==> src/rtl/alu_seq_pkg.sv <==
// alu_seq_pkg: shared types and constants for the ALU micro-sequencer.
// Holds the opcodes, FSM states, microcode source/destination encodings and the ROM-entry helper.
package alu_seq_pkg;

  localparam logic [2:0] OP_ADD  = 3'd0;
  localparam logic [2:0] OP_NAND = 3'd1;
  localparam logic [2:0] OP_NOT  = 3'd2;
  localparam logic [2:0] OP_AND  = 3'd3;
  localparam logic [2:0] OP_OR   = 3'd4;
  localparam logic [2:0] OP_SUB  = 3'd5;
  localparam logic [2:0] OP_INC  = 3'd6;
  localparam logic [2:0] OP_XOR  = 3'd7;

  localparam logic ALU_SEL_ADD  = 1'b0;
  localparam logic ALU_SEL_NAND = 1'b1;

  typedef enum logic [1:0] {
    IDLE = 2'd0,
    EXEC = 2'd1,
    DONE = 2'd2
  } state_t;

  typedef enum logic [2:0] {
    SRC_A   = 3'd0,
    SRC_B   = 3'd1,
    SRC_T0  = 3'd2,
    SRC_T1  = 3'd3,
    SRC_ONE = 3'd4
  } src_t;

  typedef enum logic [1:0] {
    DST_T0  = 2'd0,
    DST_T1  = 2'd1,
    DST_RES = 2'd2
  } dst_t;

  typedef struct packed {
    src_t src_a;
    src_t src_b;
    logic sel;
    dst_t dst;
    logic last;
  } ucode_t;

  function automatic ucode_t uc(
    input src_t a,
    input src_t b,
    input logic s,
    input dst_t d,
    input logic l
  );
    ucode_t u;
    u.src_a = a;
    u.src_b = b;
    u.sel   = s;
    u.dst   = d;
    u.last  = l;
    return u;
  endfunction

endpackage

==> src/rtl/alu_seq_ucode.sv <==
// alu_seq_ucode: combinational microcode ROM indexed by (op, pass).
// Ports: op, pass in; src_a, src_b, sel, dst, last out.
module alu_seq_ucode
  import alu_seq_pkg::*;
#(
  parameter int OPW = 3
) (
  input  logic [OPW-1:0] op,
  input  logic [1:0]     pass,
  output src_t           src_a,
  output src_t           src_b,
  output logic           sel,
  output dst_t           dst,
  output logic           last
);

  localparam logic N = ALU_SEL_NAND;
  localparam logic P = ALU_SEL_ADD;

  ucode_t u;

  // Unused (op, pass) pairs fall back to a terminating ADD into RES.
  always_comb begin
    u = uc(SRC_A, SRC_B, P, DST_RES, 1'b1);
    unique case ({op, pass})
      {OP_ADD, 2'd0}:
        u = uc(SRC_A, SRC_B, P, DST_RES, 1'b1);
      {OP_NAND, 2'd0}:
        u = uc(SRC_A, SRC_B, N, DST_RES, 1'b1);
      {OP_NOT, 2'd0}:
        u = uc(SRC_A, SRC_A, N, DST_RES, 1'b1);
      {OP_AND, 2'd0}:
        u = uc(SRC_A, SRC_B, N, DST_T0, 1'b0);
      {OP_AND, 2'd1}:
        u = uc(SRC_T0, SRC_T0, N, DST_RES, 1'b1);
      {OP_OR, 2'd0}:
        u = uc(SRC_A, SRC_A, N, DST_T0, 1'b0);
      {OP_OR, 2'd1}:
        u = uc(SRC_B, SRC_B, N, DST_T1, 1'b0);
      {OP_OR, 2'd2}:
        u = uc(SRC_T0, SRC_T1, N, DST_RES, 1'b1);
      {OP_SUB, 2'd0}:
        u = uc(SRC_B, SRC_B, N, DST_T0, 1'b0);
      {OP_SUB, 2'd1}:
        u = uc(SRC_A, SRC_T0, P, DST_T0, 1'b0);
      {OP_SUB, 2'd2}:
        u = uc(SRC_T0, SRC_ONE, P, DST_RES, 1'b1);
      {OP_INC, 2'd0}:
        u = uc(SRC_A, SRC_ONE, P, DST_RES, 1'b1);
      {OP_XOR, 2'd0}:
        u = uc(SRC_A, SRC_B, N, DST_T0, 1'b0);
      {OP_XOR, 2'd1}:
        u = uc(SRC_A, SRC_T0, N, DST_T1, 1'b0);
      {OP_XOR, 2'd2}:
        u = uc(SRC_B, SRC_T0, N, DST_T0, 1'b0);
      {OP_XOR, 2'd3}:
        u = uc(SRC_T1, SRC_T0, N, DST_RES, 1'b1);
      default: ;
    endcase
  end

  assign src_a = u.src_a;
  assign src_b = u.src_b;
  assign sel   = u.sel;
  assign dst   = u.dst;
  assign last  = u.last;

endmodule

==> src/rtl/alu_seq.sv <==
// alu_seq: micro-sequencer building 8 ops from 1-4 passes of an external 4-bit ADD/NAND ALU.
// Ports: req_* in (valid/ready), resp_* out (valid/ready), alu_* to/from ALU; resp_zero with ALU_SEQ_ZERO_FLAG_EN.
module alu_seq
  import alu_seq_pkg::*;
#(
  parameter int W   = 4,
  parameter int OPW = 3
) (
  input  logic           clk,
  input  logic           rst_n,
  input  logic           req_valid,
  output logic           req_ready,
  input  logic [OPW-1:0] req_op,
  input  logic [W-1:0]   req_a,
  input  logic [W-1:0]   req_b,
  output logic           resp_valid,
  input  logic           resp_ready,
  output logic [W-1:0]   resp_res,
  output logic [W-1:0]   alu_a,
  output logic [W-1:0]   alu_b,
  output logic           alu_sel,
  input  logic [W-1:0]   alu_res
`ifdef ALU_SEQ_ZERO_FLAG_EN
  ,
  output logic           resp_zero
`endif
);

  state_t         state;
  logic [OPW-1:0] op;
  logic [W-1:0]   opa;
  logic [W-1:0]   opb;
  logic [W-1:0]   t0;
  logic [W-1:0]   t1;
  logic [1:0]     pass;

  src_t u_src_a;
  src_t u_src_b;
  logic u_sel;
  dst_t u_dst;
  logic u_last;

  alu_seq_ucode #(
    .OPW (OPW)
  ) u_ucode (
    .op    (op),
    .pass  (pass),
    .src_a (u_src_a),
    .src_b (u_src_b),
    .sel   (u_sel),
    .dst   (u_dst),
    .last  (u_last)
  );

  function automatic logic [W-1:0] pick(
    input src_t         s,
    input logic [W-1:0] a,
    input logic [W-1:0] b,
    input logic [W-1:0] x0,
    input logic [W-1:0] x1
  );
    logic [W-1:0] v;
    v = '0;
    unique case (s)
      SRC_A:   v = a;
      SRC_B:   v = b;
      SRC_T0:  v = x0;
      SRC_T1:  v = x1;
      SRC_ONE: v = W'(1);
      default: v = '0;
    endcase
    return v;
  endfunction

  // ALU drive is parked at zero outside EXEC, so reset clears it
  // asynchronously through the state register.
  always_comb begin
    alu_a   = '0;
    alu_b   = '0;
    alu_sel = ALU_SEL_ADD;
    if (state == EXEC) begin
      alu_a   = pick(u_src_a, opa, opb, t0, t1);
      alu_b   = pick(u_src_b, opa, opb, t0, t1);
      alu_sel = u_sel;
    end
  end

  always_ff @(posedge clk or negedge rst_n) begin
    if (!rst_n) begin
      state      <= IDLE;
      req_ready  <= 1'b1;
      resp_valid <= 1'b0;
      resp_res   <= '0;
      op         <= '0;
      opa        <= '0;
      opb        <= '0;
      t0         <= '0;
      t1         <= '0;
      pass       <= '0;
`ifdef ALU_SEQ_ZERO_FLAG_EN
      resp_zero  <= 1'b0;
`endif
    end else begin
      unique case (state)
        IDLE: begin
          if (req_valid) begin
            op        <= req_op;
            opa       <= req_a;
            opb       <= req_b;
            pass      <= '0;
            state     <= EXEC;
            req_ready <= 1'b0;
          end
        end
        EXEC: begin
          unique case (u_dst)
            DST_T0: t0 <= alu_res;
            DST_T1: t1 <= alu_res;
            DST_RES: begin
              resp_res  <= alu_res;
`ifdef ALU_SEQ_ZERO_FLAG_EN
              resp_zero <= (alu_res == '0);
`endif
            end
            default: ;
          endcase
          pass <= pass + 2'd1;
          if (u_last) begin
            state      <= DONE;
            resp_valid <= 1'b1;
          end
        end
        DONE: begin
          if (resp_ready) begin
            state      <= IDLE;
            resp_valid <= 1'b0;
            req_ready  <= 1'b1;
          end
        end
        default: begin
          state      <= IDLE;
          resp_valid <= 1'b0;
          req_ready  <= 1'b1;
        end
      endcase
    end
  end

endmodule
==> config.mk <==
export PLATFORM = sky130hd
export DESIGN_NAME = alu_seq
export DESIGN_NICKNAME = d
export VERILOG_FILES = /design/src/rtl/alu_seq_pkg.sv /design/src/rtl/alu_seq_ucode.sv /design/src/rtl/alu_seq.sv
export SDC_FILE = /design/constraint.sdc
export NUM_CORES = 1
export LEC_CHECK = 0
export ABC_CLOCK_PERIOD_IN_PS = 5400
export BUFFER_PORTS_ARGS = -buffer_cell sky130_fd_sc_hd__buf_4
export CORE_ASPECT_RATIO = 0.5
export CORE_UTILIZATION = 35
export DETAILED_ROUTE_END_ITERATION = 6
export PLACE_DENSITY_LB_ADDON = 0.05
export RECOVER_POWER = 50
export SYNTH_ARGS = -nofsm -noshare
export SYNTH_HDL_FRONTEND = slang
export SYNTH_SLANG_ARGS = --single-unit
==> constraint.sdc <==
create_clock -name clk -period 5.4 [get_ports clk]
set_input_delay 0 -clock clk [delete_from_list [all_inputs] [get_ports clk]]
set_output_delay 0 -clock clk [all_outputs]
set_load 0.02 [all_outputs]
### Word level (Yosys, flattened, before mapping)

Index checks and enable logic that the tools add are counted.

* add/subtract/negate cells: 1
* reduce and logical (&&, ||, !) cells: 14
* equal/unequal tests: 30
* bitwise operators: 2
* mux-type cells: 18

Operators with widths (count)
* $pmux W9 S14: 1
* $eq A5 B5 Y1 const B: 11
* $pmux W4 S5: 2
* $eq A5 B4 Y1 const B: 3
* $eq A3 B2 Y1 const B: 4
* $reduce_and A2 Y1: 5
* $reduce_and A3 Y1: 3
* $mux W2: 4
* $mux W4: 2
* $eq A3 B1 Y1 const B: 2
* $eq A3 B3 Y1 const B: 2
* $logic_not A3 Y1: 2
* $pmux W1 S3: 2
* $pmux W2 S3: 1
* $eq A5 B3 Y1 const B: 1
* $mux W1: 5
* $eq A2 B1 Y1 const B: 2
* $eq A2 B2 Y1 const B: 2
* $logic_not A2 Y1: 2
* $ne A2 B2 Y1 const B: 2
* $pmux W2 S2: 1
* $add A2 B1 Y2 const B: 1
* $ne A2 B1 Y1 const B: 1
* $not A1 Y1: 2
* 2 further kinds: 2

* logic and storage cells: 75
* bits of input ports: 19
* output and inout port bits: 15
* register bits after elaboration: 29

### Logic depth before layout (Yosys ltp)

* word-level depth: 6
* depth in mapped cells: 10
* mapped depth without buffers: 8

### Hierarchy

Synthesis repeated with hierarchy kept, for this count alone.

* cell total of the unflattened synthesis: 147
* area total of the unflattened synthesis: 1755.4 um^2

By module, submodules not included
* alu_seq: cells an instance 103, area an instance 1447.6 um^2, sequential area each 726.9 um^2, instances 1
* alu_seq_ucode: cells an instance 44, area an instance 307.8 um^2, sequential area each 0.0 um^2, instances 1

### Worst setup path before layout

No wires, ideal clock.

* path kind: reg-to-output
* start point: reg pass[0]
* end point: out alu_b[2]
* cell stages (with the launch flop): 11
* path slack: 3.118 ns
* buffers on the path: 2
* data required time: 5.400 ns
* data arrival time: 2.282 ns
* cells stage by stage: dfrtp_1 -> inv_1 -> ha_1 -> buf_2 -> or2_1 -> a21oi_1 -> o22a_1 -> a21o_1 -> buf_6 -> mux2_1 -> a31oi_1

* longest elaborated chain between the ends: 6

Ends and longest elaborated chain
* from (decl): line alu_seq.sv:35 `logic [1:0] pass;`
* from (signal assigned): line alu_seq.sv:127 `pass <= pass + 2'd1;`
* $eq A5 B4 Y1 / $eq A5 B5 Y1 (equally long branches): line alu_seq_ucode.sv:25 `unique case ({op, pass})`
* $reduce_or A2 Y1 (no source line)
* $pmux W9 S14 (*): line alu_seq_ucode.sv:25
* $eq A3 B3 Y1, or another cell as far along: line alu_seq.sv:64 `unique case (s)`
* $pmux W4 S5 (*): line alu_seq.sv:64
* $mux W4 (*): line alu_seq.sv:81 `if (state == EXEC) begin`
* to (decl): line alu_seq.sv:20 `output logic [W-1:0] alu_b,`

Every way passes the cells marked *; elsewhere a longest branch is shown, timed or not.

### Worst setup path after layout

* start point: reg pass[1]
* end point: out alu_b[2]

Same word-level chain as after synthesis.

==> results by group <==
Outcome
  – Status: finished with violations
  – Violated checks: capacitance limit, slew limit

Pwr
  – Sequential fraction of design power: 31.0%
  – Combinational Power Share: 53.7%
  – Leak: 0.9712 nW
  – Switching pwr: 0.0006153 W
  – VDD IR max: 0.2771 mV
  – Clock power frac: 15.2%
  – Pwr/cell area: 633.8 nW/um^2
  – Internal power: 0.0008296 W
  – Switching Share: 42.59%

Clock network
  – Post-CTS sizing: 0
  – Root Buffer: clkbuf_8
  – Clock Path Buffers: 2
  – Clock Latency Late Sink: 0.28 ns
  – CTS Sinks: 29
  – Post-CTS Setup Repair Bufs: 0
  – Number of CTS-inserted buffers: 5
  – Cts hold-fix bufs: 17
  – Reg clk slew, reported paths: 0.07 ns
  – CTS tree: built
  – H-tree depth: 2

Critical path
  – CP Depth: 8
  – CP Data Required Time: 5.40 ns
  – Worst Setup SP: pass[1]
  – Setup CP Type: reg -> out
  – Crit start category: flip-flop
  – CP endpoint kind: output port
  – Max stage delay cell, worst path: o41ai_1
  – Reg2Reg Depth: 8
  – FF-to-FF End: resp_res[2]
  – Critical Path Max Stage Delay: 0.57 ns
  – Reg2Reg Setup Slack: 2.70 ns
  – Crit path max-delay family: compound AO/OA/AOI/OAI gates
  – CP bufs+invs: 2
  – CP Max Fanout: 10
  – CP arrival: 2.88 ns
  – Critical Path Sink: alu_b[2]
  – Worst reg2reg startpoint: pass[1]
  – Critical path, cell by cell: inv_1, ha_1, nor2_1, o41ai_1, a21o_1, mux2_1, a31oi_1, buf_4

STA
  – Minimum clock period: 2.881 ns
  – Clock Skew: 0.007165 ns
  – Fmax: 347.1 MHz
  – Slew HR: -7.117%
  – Final Hold Viols: 0
  – Final Cycle Share: 53.35%
  – Setup TNS Final: 0 ns
  – RSZ-0062 raised after global routing: false
  – Final max-slew violation count: 30
  – Final setup viols: 0
  – Least-Margin Pin Slew: 1.607 ns

Floorplan
  – Initial Util: 38.02%
  – Placeable Area: 4594 sq um
  – Die width: 101.9 um
  – Die Span Y: 51.95 um
  – DIE AREA: 5294 sq um
  – Ports: 34
  – Num rows: 17

Layout
  – Cell area after layout: 2280 sq um
  – Filler cell count in the final layout: 457
  – Layout cell share with drive strength beyond 1: 25.79%
  – Area growth, synth to finish: 30.52%
  – Reg area: 726.9 sq um
  – Layout net count: 244
  – Footprint of the multi-input gates: 948.4 sq um
  – Ant diodes: 0
  – Cell Count, Final, Fillers Out: 287

Placement
  – Placed cell count: 263
  – Placed inst area: 2032 sq um
  – IO Port Bufs: 33
  – Detailed placement HPWL: 2970 um
  – RD Place Congestion: 0.7673

Logic synthesis
  – Yosys reg bits: 29
  – Top FF cell, synth: dfrtp_1
  – Share of the synthesized area in the top cell type: 40.11%
  – Netlist Area Pre-Place: 1747 sq um
  – Top cell type by total area after synthesis: dfrtp_1
  – Syn Inst Count: 172
  – Warnings, synthesis: 0
  – Asr flop ratio synth: 100.0%
  – Top cells by area, synth: dfrtp_1 (40%), mux2_2 (11%), mux4_2 (5.2%), o21ai_0 (3.4%), mux2_1 (3.2%)
  – Distinct cells, synth: 41
  – Mean post-synth cell area: 10.16 sq um
  – Number of flops mapped to enable cells by yosys: 0
  – Seq/Total Area, Yosys: 41.62%
  – Syn_nets: 195

Route
  – Routed length per instance: 14.72 um
  – DR pass1 iterations: 4
  – Drc violations: 0
  – Detail Route Antenna Nets: 0
  – Final wirelength: 4225 um
  – Initial DRC count: 86
  – Drt via density: 5.132
  – Vias: 1,473

Global route
  – Antenna violations before repair: 0
  – GRT Total Usage: 17.73%
  – Overflow after GRT: 0
  – Number of global-route vias before repair: 1,403
  – First-pass GRT wire length: 6886 um
  – Largest net degree at the start of global routing: 30

Flow run
  – Max-cap violations: 1

Hold path
  – Hold depth: 3
  – HP Class: in -> reg
-- power by group through the flow --
| stage | clock [W] | combinational [W] | sequential (W) |
|---|---|---|---|
| floorplan | 0 | 0.000613 | 0.000424 |
| global placement | 0 | 0.000783 | 0.000453 |
| detailed placement | 0 | 0.000784 | 0.000452 |
| CTS | 0.000223 | 0.000798 | 0.000448 |
| global route | 0.000235 | 0.000857 | 0.000468 |
| finish | 0.000220 | 0.000777 | 0.000448 |
-- per-layer routing --
layer	up-vias	part of all wire (%)	track usage [%]
met4	0	0.62	4.762
met1	712	53	25.71
met5	-	0	0
met2	34	42	25.34
li1	723	-	-
met3	4	4.2	5.376
-- worst reg2reg max path, cell delays in order, from the launching register on --
cell and delay, ns:
dfrtp_1 0.40, inv_1 0.10, ha_1 0.30, mux2i_1 0.12
o21ai_0 0.63, a21oi_1 0.11, o21ai_1 0.20, and3_1 0.37
mux2_1 0.36
-- metrics by stage --
step	hold slack [ns]	total power [W]	worst slack (ns)	utilization, %
after floorplan	-0.2956	0.001037	3.118	-
after global placement	-0.04542	0.001235	2.809	44.23
after detailed placement	-0.04335	0.001236	2.729	44.23
after CTS	0.04675	0.001470	2.541	50.19
after global routing	0.07884	0.001560	2.361	49.62
final	0.05504	0.001445	2.519	49.62
-- logic make-up (layout without fill, tap and decap cells) --
kind of cell / count (synthesis) / after routing / share of synthesized area, %
and+or+nand+nor: 58 / 58 / 17.12
DFF: 29 / 29 / 41.62
buffers and inverters: 14 / 63 / 4.083
AOI/OAI and AO/OA: 38 / 38 / 13.32
muxes: 28 / 28 / 20.49
adders and majority gates: 4 / 4 / 2.865
xor gates and xnor gates: 1 / 1 / 0.5015
-- registers in the layout, summed over array words and instances (netlist names) --
| signal | cells |
|---|---|
| opa | 4 |
| opb | 4 |
| resp_res | 4 |
| t0 | 4 |
| t1 | 4 |
| op | 3 |
| pass | 2 |
| state | 2 |
| req_ready | 1 |
| resp_valid | 1 |
-- worst min path at each step --
| stage | start | to | slack (ns) |
|---|---|---|---|
| finish | req_valid | state[0] | 0.06 |
| global route | req_valid | state[0] | 0.08 |
| CTS | req_valid | state[0] | 0.05 |
| detailed placement | rst_n | pass[1] | -0.04 |
| global placement | rst_n | op[2] | -0.05 |
| floorplan | rst_n | op[0] | -0.30 |
-- placed cells by master, fill, tap and decap left out, drive strengths merged, types with 2 or more instances in the layout --
master / n
o211ai: 3
nand3b: 2
dfrtp: 28
a32oi: 2
ha: 4
inv: 5
and3: 2
or3: 4
nor2b: 2
mux4: 4
clkbuf: 12
nor2: 10
dlygate4sd3: 17
nand2: 16
a21oi: 7
buf: 27
mux2: 22
nand4: 4
and2: 7
nand3: 3
nand2b: 4
mux2i: 2
o21ai: 14
a31oi: 4
a21o: 2
-- area by class of cell --
cell class / count / share of cell area [%]
clock buffer: 5 / 3.019
multi-input combinational: 129 / 41.60
clock inverter: 2 / 1.537
sequential: 29 / 31.89
timing repair buffer: 51 / 17.51
inverter: 5 / 0.8233
tap: 66 / 3.622
-- synth_stat cells, types with 4 or more instances --
| cell | instances |
|---|---|
| ha_1 | 4 |
| nor2_1 | 10 |
| nand2_1 | 15 |
| mux2_2 | 17 |
| mux2_1 | 5 |
| a31oi_1 | 4 |
| nand4_1 | 4 |
| nand2b_1 | 4 |
| mux4_2 | 4 |
| inv_1 | 5 |
| o21ai_0 | 12 |
| or3_1 | 4 |
| a21oi_1 | 7 |
| dfrtp_1 | 28 |
| and2_1 | 7 |
No activity file was read; power rests on OpenSTA's default activity.
